**config.mk**
```make
export PLATFORM = sky130hd
export DESIGN_NAME = byte_word_packer
export DESIGN_NICKNAME = d
export VERILOG_FILES = /design/src/rtl/byte_word_packer_pkg.sv /design/src/rtl/packer_idle_timer.sv /design/src/rtl/byte_word_packer.sv
export SDC_FILE = /design/constraint.sdc
export NUM_CORES = 1
export LEC_CHECK = 0
export BUFFER_PORTS_ARGS = -buffer_cell sky130_fd_sc_hd__clkbuf_2
export CORE_AREA = 3 3 96 61
export CTS_CLUSTER_DIAMETER = 50
export CTS_CLUSTER_SIZE = 16
export DETAILED_ROUTE_END_ITERATION = 16
export DIE_AREA = 0 0 99 64
export PLACE_DENSITY = 0.64
export SLEW_MARGIN = 20
export SYNTH_ARGS = -nofsm -noshare
export SYNTH_HDL_FRONTEND = slang
export SYNTH_SLANG_ARGS = --single-unit
```
**constraint.sdc**
```tcl
create_clock -name clk -period 4.7 [get_ports clk]
set_clock_uncertainty 0.1 [all_clocks]
set_input_delay 0.47 -clock clk [delete_from_list [all_inputs] [get_ports clk]]
set_output_delay 0.47 -clock clk [all_outputs]
set_load 0.01 [all_outputs]
```
**src/rtl/byte_word_packer_pkg.sv**
```systemverilog
// Shared constants and types for the byte-to-word packer and its
// word-to-byte counterpart on the debug/host-load path.
package byte_word_packer_pkg;

  localparam int unsigned BYTE_W          = 8;
  localparam int unsigned WORD_BYTES      = 4;
  localparam int unsigned WORD_W          = BYTE_W * WORD_BYTES;
  localparam int unsigned TIMEOUT_CYC_DEF = 1024;

  // Byte lane within a word; lane 0 is bits [7:0] (little-endian).
  typedef logic [1:0] lane_idx_t;

endpackage : byte_word_packer_pkg

```
**src/rtl/packer_idle_timer.sv**
```systemverilog
// Idle-cycle counter for a partially assembled word. Counts while enabled,
// returns to zero on clear, and flags expire in the cycle the count sits at
// TIMEOUT_CYC-1 so the owner can discard the partial word on the next edge.
module packer_idle_timer #(
  parameter int unsigned TIMEOUT_CYC = byte_word_packer_pkg::TIMEOUT_CYC_DEF
) (
  input  logic clk,
  input  logic rst_n,
  input  logic clear,
  input  logic enable,
  output logic expire
);

  localparam int unsigned       CNT_W    = (TIMEOUT_CYC > 2) ? $clog2(TIMEOUT_CYC) : 1;
  localparam logic [CNT_W-1:0] CNT_LAST = CNT_W'(TIMEOUT_CYC - 1);

  logic [CNT_W-1:0] cnt_q;
  logic [CNT_W-1:0] cnt_d;

  // Clear has priority over expiry: an accepted byte in the last cycle wins.
  assign expire = enable & ~clear & (cnt_q == CNT_LAST);

  // Next count: wrap to zero on clear or expiry, otherwise advance while idle.
  always_comb begin
    // NOTE: default every always_comb output first so no path leaves it unassigned (no latch).
    cnt_d = cnt_q;
    if (clear || expire) begin
      cnt_d = '0;
    end else if (enable) begin
      cnt_d = cnt_q + 1'b1;
    end
  end

  // Count register.
  always_ff @(posedge clk or negedge rst_n) begin
    // NOTE: sequential state uses non-blocking assignments so all flops update together.
    if (!rst_n) begin
      cnt_q <= '0;
    end else begin
      cnt_q <= cnt_d;
    end
  end

endmodule : packer_idle_timer

```
**src/rtl/byte_word_packer.sv**
```systemverilog
// Byte-to-word packer: gathers a valid/ready byte stream into 32-bit
// little-endian words held in a single output register.
// Optional feature macro PACKER_TIMEOUT_EN: discards a partial word after
// TIMEOUT_CYC idle cycles and pulses err_drop; when undefined err_drop is 0.
module byte_word_packer #(
  parameter int unsigned WORD_BYTES  = byte_word_packer_pkg::WORD_BYTES,
  parameter int unsigned BYTE_W      = byte_word_packer_pkg::BYTE_W,
  parameter int unsigned TIMEOUT_CYC = byte_word_packer_pkg::TIMEOUT_CYC_DEF
) (
  input  logic                           clk,
  input  logic                           rst_n,
  input  logic                           byte_valid,
  output logic                           byte_ready,
  input  logic [BYTE_W-1:0]              byte_data,
  input  logic                           flush,
  output logic                           word_valid,
  input  logic                           word_ready,
  output logic [WORD_BYTES*BYTE_W-1:0]   word_data,
  output byte_word_packer_pkg::lane_idx_t byte_cnt,
  output logic                           err_drop
);

  import byte_word_packer_pkg::*;

  localparam lane_idx_t LAST_LANE = lane_idx_t'(WORD_BYTES - 1);

  logic                         word_valid_q, word_valid_d;
  logic [WORD_BYTES*BYTE_W-1:0] word_data_q,  word_data_d;
  lane_idx_t                    byte_cnt_q,   byte_cnt_d;

  logic byte_accept;
  logic word_take;
  logic timeout_expire;

  // Input stalls only while a finished word waits for its consumer or during flush.
  assign byte_ready  = ~flush & (~word_valid_q | word_ready);
  assign byte_accept = byte_valid & byte_ready;
  assign word_take   = word_valid_q & word_ready;

`ifdef PACKER_TIMEOUT_EN
  logic timer_clear;
  logic timer_enable;
  logic err_drop_q;

  assign timer_clear  = byte_accept | flush | (byte_cnt_q == '0);
  assign timer_enable = (byte_cnt_q != '0) & ~byte_accept;

  packer_idle_timer #(
    .TIMEOUT_CYC (TIMEOUT_CYC)
  ) u_idle_timer (
    .clk    (clk),
    .rst_n  (rst_n),
    .clear  (timer_clear),
    .enable (timer_enable),
    .expire (timeout_expire)
  );

  // One-cycle drop pulse registered from the timer's expiry.
  always_ff @(posedge clk or negedge rst_n) begin
    if (!rst_n) begin
      err_drop_q <= 1'b0;
    end else begin
      err_drop_q <= timeout_expire;
    end
  end

  assign err_drop = err_drop_q;
`else
  logic unused_timeout;

  // The timeout length only matters when the idle timer is built.
  assign unused_timeout = ^TIMEOUT_CYC;
  assign timeout_expire = 1'b0;
  assign err_drop       = 1'b0;
`endif

  // Next state: handshake clears the word, flush/timeout drop the partial
  // word, and an accepted byte lands in lane byte_cnt (lane 0 after a take).
  always_comb begin
    word_valid_d = word_valid_q;
    word_data_d  = word_data_q;
    byte_cnt_d   = byte_cnt_q;

    if (word_take) begin
      word_valid_d = 1'b0;
      word_data_d  = '0;
    end

    // A pending complete word has no partial lanes, so its data is kept.
    if (flush || timeout_expire) begin
      byte_cnt_d = '0;
      if (!word_valid_q) begin
        word_data_d = '0;
      end
    end

    if (byte_accept) begin
      word_data_d[int'(byte_cnt_q)*BYTE_W +: BYTE_W] = byte_data;
      byte_cnt_d = byte_cnt_q + 2'd1;
      if (byte_cnt_q == LAST_LANE) begin
        word_valid_d = 1'b1;
      end
    end
  end

  // Word register, its valid flag and the lane counter.
  always_ff @(posedge clk or negedge rst_n) begin
    if (!rst_n) begin
      word_valid_q <= 1'b0;
      word_data_q  <= '0;
      byte_cnt_q   <= '0;
    end else begin
      word_valid_q <= word_valid_d;
      word_data_q  <= word_data_d;
      byte_cnt_q   <= byte_cnt_d;
    end
  end

  assign word_valid = word_valid_q;
  assign word_data  = word_data_q;
  assign byte_cnt   = byte_cnt_q;

endmodule : byte_word_packer

```
# Yosys cells after proc, flatten, opt, wreduce, memory -nomap -nowiden
# Cells that the tools add are included.
# classes
addsub,2
n_eq_ne,1
shift,2
n_mux,10
bitwise_logic,6
n_reduce_logical,1
# op_table
cell,n
32-bit 2-to-1 mux,4
5-bit negator with 34-bit output,1
8-bit by 34-bit variable shift with 32-bit output (first input constant),1
8-bit by 34-bit indexed part select with 32-bit output,1
32-bit bitwise mux,1
2-bit 2-to-1 mux,2
1-bit bitwise AND,3
1-bit 2-to-1 mux,3
2-bit by 1-bit adder with 2-bit output (second input constant),1
2-bit equality test (second input constant),1
1-bit inverter,2
2-bit nonzero test,1
1-bit bitwise OR,1
# totals
ff_bits,35
inputBits,13
wordCells,25

# Logic depth before layout (Yosys ltp)
# depth
depth_word,6
depth_mapped,6
depth_no_buf,5

# Worst setup path before layout
# Ideal clock, no wire load.
# synth_timing
path_type,register -> register
start,register byte_cnt_q[0] (netlist: byte_cnt[0])
end,register word_data_q[0] (netlist: word_data[0])
arrival_ns,1.671
path_slack_ns,2.849
path_stages_with_launch,7
period_less_slack_ns,1.851
path_cell_list,dfrtp_1 -> inv_1 -> ha_1 -> nor4bb_1 -> buf_4 -> nand2_1 -> mux2i_1
# synth_between
elab_chain_cells,4
# synth_lines
item,line,source
"start, declared",byte_word_packer.sv:29,"lane_idx_t byte_cnt_q, byte_cnt_d;"
"start signal, assigned",byte_word_packer.sv:115,byte_cnt_q <= byte_cnt_d;
5-bit negator with 34-bit output (*),byte_word_packer.sv:98,word_data_d[int'(byte_cnt_q)*BYTE_W +: BYTE_W] = byte_data;
8-bit by 34-bit indexed part select with 32-bit output / 8-bit by 34-bit variable shift with 32-bit output (equally long branches),byte_word_packer.sv:98,
32-bit bitwise mux (*),byte_word_packer.sv:98,
32-bit 2-to-1 mux (*),byte_word_packer.sv:97,if (byte_accept) begin
net word_data_d[0],byte_word_packer.sv:28,"logic [WORD_BYTES*BYTE_W-1:0] word_data_q, word_data_d;"
"end signal, assigned",byte_word_packer.sv:114,word_data_q <= word_data_d;
"end, declared",byte_word_packer.sv:28,
# The timed path passes the listed nets; every way through them passes the cells marked *.
# A chain may end at the register's enable or synchronous reset.

# Final worst setup path
# layout_timing
start,register byte_cnt_q[0] (netlist: byte_cnt[0])
end,register word_data_q[22] (netlist: word_data[22])
# Same word-level chain as after synthesis.

==> metrics.md <==
| Metric | Value |
|---|---|
| Buf+Inv Stages, Crit Path | 1 |
| GR Layer Usage met2 | 17.6% |
| Status | completed |
| Congestion Overflow GR | 0 |
| Most frequent cell after synthesis | nand2_1 |
| CP peak stage delay | 0.58 ns |
| Met1 Use GR | 24.0% |
| Synth area leader | dfrtp_1 |
| Total setup buffers inserted after CTS | 0 |
| Core Area | 5030 um^2 |
| Hpwl dp | 3110 um |
| Row cnt | 20 |
| Post-synthesis area per instance | 10.3 um^2 |
| Layout cell share with drive strength beyond 1 | 29.4% |
| Die width | 99 um |
| Max-Cap Viols | 0 |
| Routed via count | 1369 |
| Drt total wl | 4240 um |
| Clk root buf | clkbuf_8 |
| CP arrival | 2.23 ns |
| GR met3 Demand/Resource | 4.14% |
| CTS buffer count | 5 |
| Ant. Diodes | 0 |
| Yosys top cell area share | 49.7% |
| Synth-to-layout area growth | 21.6% |
| Pwr Density | 278 nW/um^2 |
| Slew @ Worst Pin | 0.871 ns |
| Wirelength per Cell | 14.8 um |
| Crit path launch type | flip-flop |
| Die ar. | 6340 um^2 |
| Highest fanout seen on the critical path | 11 |
| CP top delay family | flip-flops |
| Final Hold Vio Count | 0 |
| Slew Limit Fails | 0 |
| Dominant synthesized flop cell | dfrtp_1 |
| Nets | 239 |
| Synth top area cells | dfrtp_1 50%, mux2i_1 19%, nand2_1 14% |
| Logic gate share of total power | 12.2% |
| DR pass1 iterations | 4 |
| Worst Hold Class | in -> async |
| P_sw | 160 uW |
| Number of synthesized flops with an enable pin | 0 |
| CP endpoint kind | flip-flop |
| Sequential-to-total area share from yosys stat | 49.7% |
| Iteration-0 DRC Markers | 66 |
| First-pass GRT wire length | 7180 um |
| Clock power share | 35.5% |
| CTS tree | done |
| Fillcell total | 509 |
| Grt peak-use layer | met1 |
| Internal Power | 435 uW |
| Sequential Power Share | 52.3% |
| Remaining antenna violation count after routing | 0 |
| Port-buffer cells | 48 |
| Part of the cycle the worst path needs | 45.3% |
| # IOs | 50 |
| Post-Layout Inst Area | 2140 um^2 |
| Synth cell types | 19 |
| Largest net degree at the start of global routing | 36 |
| CTS resizes | 0 |
| Placer Congestion | 0.751 |
| F_max | 469 MHz |
| Rel. slew slack | 41.9% |
| Total GRT Usage | 14.5% |
| Top post-synthesis cells by count | 64 x nand2_1, 35 x dfrtp_1, 33 x mux2i_1 |
| CTS H-tree depth | 2 |
| DR DRC count | 0 |
| Die height | 64 um |
| LEAKAGE | 0.00120 uW |
| Crit path cell chain | inv_1 > ha_1 > nor4b_4 > nand2_1 > mux2i_1 |
| Setup TNS | 0 ns |
| Final worst setup slack | 2.57 ns |
| Clk_lat worst skew | 0.29 ns |
| Required @ worst endpoint | 4.80 ns |
| Sw frac | 26.9% |
| Dpl ws | 2.59 ns |
| Initial antenna violation count | 0 |
| Peak supply drop | 0.107 mV |
| CTS Buffer Depth | 2 |
| Syn. warnings | 0 |
| Post-synth net total | 190 |
| Initial Utilization | 35.0% |
| Final period demand of the worst path | 2.13 ns |
| Post-synthesis instance area | 1760 um^2 |
| Setup repair after global routing missed its margin | false |
| Seq cells post-synth | 35 |
| Final Core Density | 42.6% |
| Clk sinks | 35 |
| Clock-pin slew on the worst setup and hold paths | 0.08 ns |
| Post-synth ARST share | 100% |
| Mapped Cells | 171 |
| Area after DPL | 2060 um^2 |
| Slowest-stage cell, CP | dfrtp_1 |
| Critical path class | reg -> reg |
| Number of global-route vias before repair | 1359 |
| CTS Hold Bufs | 0 |
| Via-to-Cell Ratio | 4.77 |
| Final setup violation count | 0 |
[layout make-up]
| type | count | area [um^2] | share of cell area, % |
|---|---|---|---|
| clock inverters | 2 | 12.5 | 0.583 |
| multi-input cells | 125 | 835 | 38.9 |
| flip-flops and latches | 35 | 876 | 40.8 |
| well taps | 66 | 82.6 | 3.85 |
| inverters | 3 | 11.3 | 0.525 |
| repair buffers | 50 | 255 | 11.9 |
| clock buffers | 6 | 72.6 | 3.38 |
[power by group through the flow]
stage	Sequential (uW)	Combinational [uW]	Clock [uW]
5_1_grt	312	80.9	234
3_5_place_dp	317	73.4	0
2_1_floorplan	318	41.8	0
3_3_place_gp	317	72.6	0
6_report	312	72.6	211
4_1_cts	312	73.4	219
[worst reg2reg max path, cell delays in order (launching register included)]
cell     delay [ns]
dfrtp_1        0.58
inv_1          0.18
ha_1           0.46
nor4b_4        0.48
nand2_1        0.10
mux2i_1        0.15
[logic make-up (layout without fill, tap and decap cells)]
| group | count (synthesis) | in the layout | share of synthesized area [%] |
|---|---|---|---|
| other cells | 1 | 1 | 0.213 |
| compound gates | 4 | 4 | 1.14 |
| mux | 33 | 33 | 18.7 |
| flops | 35 | 35 | 49.7 |
| simple gates | 81 | 81 | 22.8 |
| buf+inv | 11 | 61 | 3.19 |
| fa+ha+maj | 6 | 6 | 4.26 |
[registers in the layout (all words and copies together), names as in the netlist]
register,flops
byte_cnt,2
word_data,32
word_valid,1
[final timing paths]
path | start | endpoint | cells after the start | slack (ns)
min in group clk | flush | byte_cnt[1]$_DFFE_PN0P_ | 2 | 0.32
worst max register to register | byte_cnt[0]$_DFFE_PN0P_ | word_data[22]$_DFF_PN0_ | 5 | 2.57
worst min register to register | word_data[27]$_DFF_PN0_ | word_data[27]$_DFF_PN0_ | 2 | 0.42
worst min-delay path | rst_n | word_data[18]$_DFF_PN0_ | 1 | 0.19
worst max-delay path | byte_cnt[0]$_DFFE_PN0P_ | word_data[22]$_DFF_PN0_ | 5 | 2.57
max in group asynchronous | rst_n | word_data[22]$_DFF_PN0_ | 1 | 3.77
[stage by stage]
| stage | power (uW) | std cells | hold WS (ns) |
|---|---|---|---|
| floorplan | 360 | 171 | 0.0744 |
| global placement | 390 | 279 | 0.415 |
| detailed placement | 391 | 279 | 0.419 |
| CTS | 604 | 287 | 0.221 |
| global route | 628 | 287 | 0.261 |
| finish | 596 | 287 | 0.189 |
[per-layer routing]
| layer | vias up | wire length (um) |
|---|---|---|
| li1 | 657 | - |
| met1 | 660 | 2260 |
| met2 | 46 | 1610 |
| met3 | 6 | 333 |
| met4 | 0 | 37 |
| met5 | - | 0 |
[cells in the final DEF, fill, tap and decap left out]
cell	instances
ha_1	6
nor2_1	1
mux2i_2	1
nand2_1	64
inv_1	3
clkbuf_2	48
conb_1	1
clkbuf_8	5
nand3b_1	1
buf_4	2
nand3_2	4
nor2b_1	3
and4bb_2	1
nor4bb_1	1
nand3_1	3
mux2i_1	32
a21oi_1	2
clkinvlp_4	1
nor4b_4	2
nand2b_1	1
clkinv_2	1
o21ai_0	2
clkbuf_1	1
dfrtp_1	35
Note: power is estimated with default switching activity, not from simulation.
